--- src/rtl/pipeline_pkg.sv ---
// pipeline_pkg -- shared types and constants for the pipeline stage register.
// The stage FSM state encoding doubles as the occupancy count (0, 1 or 2 entries).
package pipeline_pkg;

    typedef enum logic [1:0] {
        EMPTY = 2'd0,  // no entry held
        HALF  = 2'd1,  // main slot holds the presented entry
        FULL  = 2'd2   // main slot presented, skid slot holds the next entry
    } stage_state_t;

    localparam int STALL_CNT_W = 32;

endpackage

--- src/rtl/pipe_slot.sv ---
// pipe_slot -- one storage slot of the stage: valid flag, control and payload.
// load has priority over clr. clr always empties the slot and zeroes control;
// the payload is zeroed only when clr_data is also set, otherwise it is held.
module pipe_slot #(
    parameter int DATA_W = 96,
    parameter int CTRL_W = 16
) (
    input  logic              clk,
    input  logic              rst,
    input  logic              load,
    input  logic              clr,
    input  logic              clr_data,
    input  logic [CTRL_W-1:0] load_ctrl,
    input  logic [DATA_W-1:0] load_data,
    output logic              valid,
    output logic [CTRL_W-1:0] ctrl,
    output logic [DATA_W-1:0] data
);

    // Slot register: capture on load, empty on clr, everything zero in reset.
    // NOTE: sequential state uses non-blocking assignments so every register samples pre-edge values.
    // NOTE: the payload is reset as well, because out_data must read zero while rst is asserted.
    always_ff @(posedge clk) begin
        if (rst) begin
            valid <= 1'b0;
            ctrl  <= '0;
            data  <= '0;
        end else if (load) begin
            valid <= 1'b1;
            ctrl  <= load_ctrl;
            data  <= load_data;
        end else if (clr) begin
            valid <= 1'b0;
            ctrl  <= '0;
            if (clr_data) begin
                data <= '0;
            end
        end
    end

endmodule

--- src/rtl/pipe_stage_reg.sv ---
// pipe_stage_reg -- valid/ready pipeline stage register with flush and stall counter.
// Build option PIPE_STAGE_SKID_EN: adds a skid slot so in_ready is registered
// (state != FULL) with no combinational path from out_ready. Without it the stage
// holds at most one entry and in_ready = !out_valid || out_ready.
// Entries are presented straight from the main slot, so out_* are registered.
module pipe_stage_reg
    import pipeline_pkg::*;
#(
    parameter int DATA_W   = 96,
    parameter int CTRL_W   = 16,
    parameter int CLR_DATA = 1
) (
    input  logic                   clk,
    input  logic                   rst,
    input  logic                   flush,
    input  logic                   in_valid,
    output logic                   in_ready,
    input  logic [CTRL_W-1:0]      in_ctrl,
    input  logic [DATA_W-1:0]      in_data,
    output logic                   out_valid,
    input  logic                   out_ready,
    output logic [CTRL_W-1:0]      out_ctrl,
    output logic [DATA_W-1:0]      out_data,
    output logic [1:0]             occupancy,
    output logic [STALL_CNT_W-1:0] stall_cnt
);

    stage_state_t           state_q;
    stage_state_t           state_d;
    logic                   in_xfer;
    logic                   out_xfer;
    logic                   main_load;
    logic                   main_clr;
    logic                   main_clr_data;
    logic [CTRL_W-1:0]      main_ctrl_in;
    logic [DATA_W-1:0]      main_data_in;
    logic [STALL_CNT_W-1:0] stall_cnt_q;
    logic [STALL_CNT_W-1:0] stall_cnt_nxt;

`ifdef PIPE_STAGE_SKID_EN
    logic                   skid_load;
    logic                   skid_clr;
    logic                   skid_valid;
    logic [CTRL_W-1:0]      skid_ctrl;
    logic [DATA_W-1:0]      skid_data;
    logic                   in_ready_q;

    assign in_ready     = in_ready_q;
    // Leaving FULL refills main from skid; every other load comes from upstream.
    assign main_ctrl_in = (state_q == FULL) ? skid_ctrl : in_ctrl;
    assign main_data_in = (state_q == FULL) ? skid_data : in_data;
`else
    logic                   ready_en_q;

    // ready_en_q keeps in_ready low during reset and until the first edge after it.
    assign in_ready     = ready_en_q && (!out_valid || out_ready);
    assign main_ctrl_in = in_ctrl;
    assign main_data_in = in_data;
`endif

    // flush outranks both transfers: the offered entry is dropped, nothing leaves.
    assign in_xfer  = in_valid && in_ready && !flush;
    assign out_xfer = out_valid && out_ready && !flush;

    // Next-state and slot-control decode from the current state and this cycle's transfers.
    // NOTE: every signal written here gets a default first, so no path infers a latch.
    always_comb begin
        state_d       = state_q;
        main_load     = 1'b0;
        main_clr      = 1'b0;
        main_clr_data = 1'b0;
`ifdef PIPE_STAGE_SKID_EN
        skid_load     = 1'b0;
        skid_clr      = 1'b0;
`endif
        if (flush) begin
            state_d       = EMPTY;
            main_clr      = 1'b1;
            main_clr_data = (CLR_DATA != 0);
`ifdef PIPE_STAGE_SKID_EN
            skid_clr      = 1'b1;
`endif
        end else begin
            case (state_q)
                EMPTY: begin
                    if (in_xfer) begin
                        main_load = 1'b1;
                        state_d   = HALF;
                    end
                end
                HALF: begin
                    if (in_xfer && out_xfer) begin
                        main_load = 1'b1;
                    end else if (out_xfer) begin
                        main_clr = 1'b1;
                        state_d  = EMPTY;
`ifdef PIPE_STAGE_SKID_EN
                    end else if (in_xfer) begin
                        skid_load = 1'b1;
                        state_d   = FULL;
`endif
                    end
                end
`ifdef PIPE_STAGE_SKID_EN
                FULL: begin
                    if (out_xfer && skid_valid) begin
                        main_load = 1'b1;
                        skid_clr  = 1'b1;
                        state_d   = HALF;
                    end
                end
`endif
                default: state_d = EMPTY;
            endcase
        end
    end

    // Stage FSM with its registered ready output; reset overrides flush and transfers.
    always_ff @(posedge clk) begin
        if (rst) begin
            state_q    <= EMPTY;
`ifdef PIPE_STAGE_SKID_EN
            in_ready_q <= 1'b0;
`else
            ready_en_q <= 1'b0;
`endif
        end else begin
            state_q    <= state_d;
`ifdef PIPE_STAGE_SKID_EN
            in_ready_q <= (state_d != FULL);
`else
            ready_en_q <= 1'b1;
`endif
        end
    end

    // Backpressure counter: counts presented-but-not-taken cycles, saturates, ignores flush.
    assign stall_cnt_nxt = (out_valid && !out_ready && (stall_cnt_q != '1))
                           ? stall_cnt_q + STALL_CNT_W'(1) : stall_cnt_q;

    // Stall counter register, cleared only by reset.
    always_ff @(posedge clk) begin
        if (rst) begin
            stall_cnt_q <= '0;
        end else begin
            stall_cnt_q <= stall_cnt_nxt;
        end
    end

    pipe_slot #(
        .DATA_W (DATA_W),
        .CTRL_W (CTRL_W)
    ) u_main (
        .clk       (clk),
        .rst       (rst),
        .load      (main_load),
        .clr       (main_clr),
        .clr_data  (main_clr_data),
        .load_ctrl (main_ctrl_in),
        .load_data (main_data_in),
        .valid     (out_valid),
        .ctrl      (out_ctrl),
        .data      (out_data)
    );

`ifdef PIPE_STAGE_SKID_EN
    pipe_slot #(
        .DATA_W (DATA_W),
        .CTRL_W (CTRL_W)
    ) u_skid (
        .clk       (clk),
        .rst       (rst),
        .load      (skid_load),
        .clr       (skid_clr),
        .clr_data  (skid_clr),
        .load_ctrl (in_ctrl),
        .load_data (in_data),
        .valid     (skid_valid),
        .ctrl      (skid_ctrl),
        .data      (skid_data)
    );
`endif

    assign occupancy = 2'(state_q);
    assign stall_cnt = stall_cnt_q;

endmodule

--- config.mk ---
export PLATFORM = sky130hd
export DESIGN_NAME = pipe_stage_reg
export DESIGN_NICKNAME = d
export VERILOG_FILES = /design/src/rtl/pipeline_pkg.sv /design/src/rtl/pipe_slot.sv /design/src/rtl/pipe_stage_reg.sv
export SDC_FILE = /design/constraint.sdc
export NUM_CORES = 1
export LEC_CHECK = 0
export BUFFER_PORTS_ARGS = -buffer_cell sky130_fd_sc_hd__buf_2
export CORE_ASPECT_RATIO = 0.7
export CORE_MARGIN = 2
export CORE_UTILIZATION = 31
export DETAILED_ROUTE_END_ITERATION = 7
export SLEW_MARGIN = 20
export SYNTH_ARGS = -nofsm -noshare
export SYNTH_HDL_FRONTEND = slang
export SYNTH_SLANG_ARGS = --single-unit
--- constraint.sdc ---
create_clock -name clk -period 2.37 [get_ports clk]
set_clock_uncertainty 0.05 [all_clocks]
set_input_delay 0.237 -clock clk [delete_from_list [all_inputs] [get_ports clk]]
set_output_delay 0.237 -clock clk [all_outputs]
set_load 0.01 [all_outputs]
==> results.sh <==
export IMPL_slew_headroom=0.6240
export IMPL_power_mw=5.542
export IMPL_yosys_cell_types_count=43
export IMPL_worst_pin_slew_ns=0.5628
export IMPL_die_area_mm2=0.01911
export IMPL_grt_max_degree=97
export IMPL_seq_area_mm2=0.002943
export IMPL_fp_dieW_um=164.4
export IMPL_status="completed"
export IMPL_port_buffers=263
export IMPL_async_flop_share=0
export IMPL_grt_pass1_wl_um=27230
export IMPL_grt_pass1_vias=5469
export IMPL_finalInstanceArea_mm2=0.008489
export IMPL_fin_nets=1134
export IMPL_synthCells=685
export IMPL_syn_nets=803
export IMPL_rsz0062_at_grt="no"
export IMPL_power_per_cell_area_mw_per_mm2=652.8
export IMPL_diodes=0
export IMPL_clk_latency_ns=0.41
export IMPL_grt_use_total=0.1768
export IMPL_period_share=0.9121
export IMPL_initial_utilization=0.3127
export IMPL_ys_flop_type="dfxtp_1"
export IMPL_syn2layout_area_growth_pct=52.10
export IMPL_grt_ovfl_total=0
export IMPL_finalSetupTns_ns=0
export IMPL_drt_pre_antenna_iters=5
export IMPL_crit_path_start_kind="flip-flop"
export IMPL_hold_path_endpoint="u_main.ctrl[1]"
export IMPL_hold_worst_slack_ns=0.01883
export IMPL_r2r_start="stall_cnt[4]"
export IMPL_ys_ff_latch=147
export IMPL_rr_worst_depth=7
export IMPL_hpwl_um=11600
export IMPL_min_from="in_ctrl[1]"
export IMPL_placed_area_mm2=0.007258
export IMPL_final_hold_viol_count=0
export IMPL_place_congestion=0.7733
export IMPL_maxCapViolations=0
export IMPL_fill_cells=1722
export IMPL_syn_area_mm2=0.005582
export IMPL_crit_arrival_ns=2.47
export IMPL_slew_violations=0
export IMPL_dr_first_iter_drc_count=387
export IMPL_r2r_setup_slack_ns=0.21
export IMPL_cts_clk_slew_worst_paths_ns=0.07
export IMPL_fmax_ghz=0.4626
export IMPL_cts_root_buffer="clkbuf_16"
export IMPL_ios=265
export IMPL_peakVddDrop_mv=0.4578
export IMPL_hold_depth=3
export IMPL_drive_gt1_frac=0.3236
export IMPL_finalCriticalPeriod_ns=2.162
export IMPL_clk_path_buf_depth=2
export IMPL_coreArea_mm2=0.01785
export IMPL_required_ns=2.67
export IMPL_drc_errors=0
export IMPL_rows=41
export IMPL_yosysWarnings=0
export IMPL_dp_cells=1166
export IMPL_cts_sinks=147
export IMPL_cts_tree="yes"
export IMPL_multi_input_area_mm2=0.002446
export IMPL_total_leakage_power_nw=3.664
export IMPL_path_class="flip-flop to flip-flop"
export IMPL_viasPerCell=4.705
export IMPL_fin_cells=1265
export IMPL_cts_htree_levels=4
export IMPL_avgSynthCellArea_um2=8.148
export IMPL_min_path_type="input pin to flip-flop"
export IMPL_cts_made_buffers=17
export IMPL_final_antenna_net_count=0
export IMPL_setup_violations=0
export IMPL_wl_per_cell_um=13.76
export IMPL_crit_path_end_kind="flip-flop"
export IMPL_dr_total_vias=5952
export IMPL_synth_edf_count=0
export IMPL_critical_path_peak_fanout=8
export IMPL_routed_wirelength_um=17410
export IMPL_r2r_end="stall_cnt[21]"
export IMPL_seq_area_frac_synth=0.5272
export IMPL_antenna_found_initial=1
export IMPL_die_y_um=116.3
## power breakdown
group / internal (mW) / total, mW / leakage [nW] / switching (mW)
combinational: 0.234 / 0.482 / 2.21 / 0.248
sequential: 2.51 / 2.54 / 1.19 / 0.0216
clock: 1.37 / 2.52 / 0.266 / 1.15
total: 4.12 / 5.54 / 3.66 / 1.42
## cell type report
| cell class | instances | area share |
|---|---|---|
| Sequential cell | 147 | 0.3466 |
| Multi-Input combinational cell | 487 | 0.2881 |
| Timing Repair Buffer | 356 | 0.2629 |
| Clock buffer | 18 | 0.05055 |
| Tap cell | 236 | 0.03478 |
| Clock inverter | 14 | 0.01385 |
| Inverter | 7 | 0.003095 |
## metal layers
layer / track usage / up-vias / routed length [µm]
met1: 0.2384 / 2721 / 8210
li1: - / 3003 / -
met2: 0.2697 / 211 / 7570
met4: 0.04696 / 0 / 209
met3: 0.06286 / 17 / 1419
met5: 0 / - / 0
## cell families (layout without fill, tap and decap cells)
kind of cell	Yosys count	after routing	synth area share
simple gates	307	307	0.2425
compound gates	171	171	0.1769
flops	147	147	0.5272
buf+inv	51	395	0.03923
xor+xnor	6	6	0.009417
fa+ha+maj	1	1	0.002241
other cells	1	1	0.0006718
mux	1	1	0.001793
## registers in the layout, indices dropped and copies added (netlist names)
name          count
ready_en_q        1
stall_cnt        32
occupancy         1
u_main.valid      1
u_main.ctrl      16
u_main.data      96
## metrics by stage
| step | worst slack [ns] | utilization |
|---|---|---|
| 6_report | 0.2084 | 0.4755 |
| 3_3_place_gp | 0.07603 | 0.4066 |
| 5_1_grt | 0.04784 | 0.4755 |
| 4_1_cts | 0.03156 | 0.4748 |
| 2_1_floorplan | 0.1020 | - |
| 3_5_place_dp | 0.04937 | 0.4066 |
## synthesized netlist by cell type (all sizes together), types with 5 or more instances
| master | n | area share |
|---|---|---|
| nand2 | 211 | 0.14 |
| or3 | 16 | 0.018 |
| clkbuf | 29 | 0.020 |
| or4 | 9 | 0.012 |
| nand4 | 8 | 0.012 |
| nor2 | 30 | 0.020 |
| a22oi | 16 | 0.022 |
| o21ai | 16 | 0.014 |
| a21oi | 121 | 0.11 |
| dfxtp | 147 | 0.53 |
| buf | 15 | 0.015 |
| nand3 | 12 | 0.011 |
| nor4 | 5 | 0.0083 |
| o31ai | 8 | 0.013 |
| inv | 7 | 0.0047 |
## layout by cell type (no fill, tap or decap), drive strengths merged, types with 4 or more instances in the layout
cell	n
o21ai	16
nand4	8
a22oi	16
inv	15
buf	289
nor2	30
nor4	5
nand3	12
clkbuf	18
or4	9
or3	16
dlygate4sd3	67
a21oi	121
o31ai	8
clkinv	4
dfxtp	147
nand2	211
## critical path, stage by stage (launching register included)
cell      delay, ns
dfxtp_1        0.44
nand4_4        0.12
buf_4          0.17
nor3_1         0.34
o311ai_2       0.18
buf_4          0.19
or4_1          0.48
a21oi_2        0.14
## repair_timing
| action | CTS | global route |
|---|---|---|
| endpoints found under the hold margin | 67 | 0 |
| resized for setup | 0 | 2 |
| setup endpoints to repair | 0 | 25 |
| hold buffers | 67 | 0 |
| buffers inserted | 0 | 0 |
## worst max-delay path by stage
| stage | startpoint | endpoint | slack (ns) | depth (start not counted) |
|---|---|---|---|---|
| after global routing | stall_cnt[13] | stall_cnt[7] | 0.05 | 6 |
| after detailed placement | stall_cnt[13] | stall_cnt[1] | 0.05 | 6 |
| after CTS | stall_cnt[13] | stall_cnt[1] | 0.03 | 6 |
| after global placement | stall_cnt[13] | stall_cnt[7] | 0.08 | 6 |
| after floorplan | stall_cnt[0] | stall_cnt[1] | 0.10 | 8 |
| final | stall_cnt[4] | stall_cnt[21] | 0.21 | 7 |
Power figures use the tool's default switching activity.
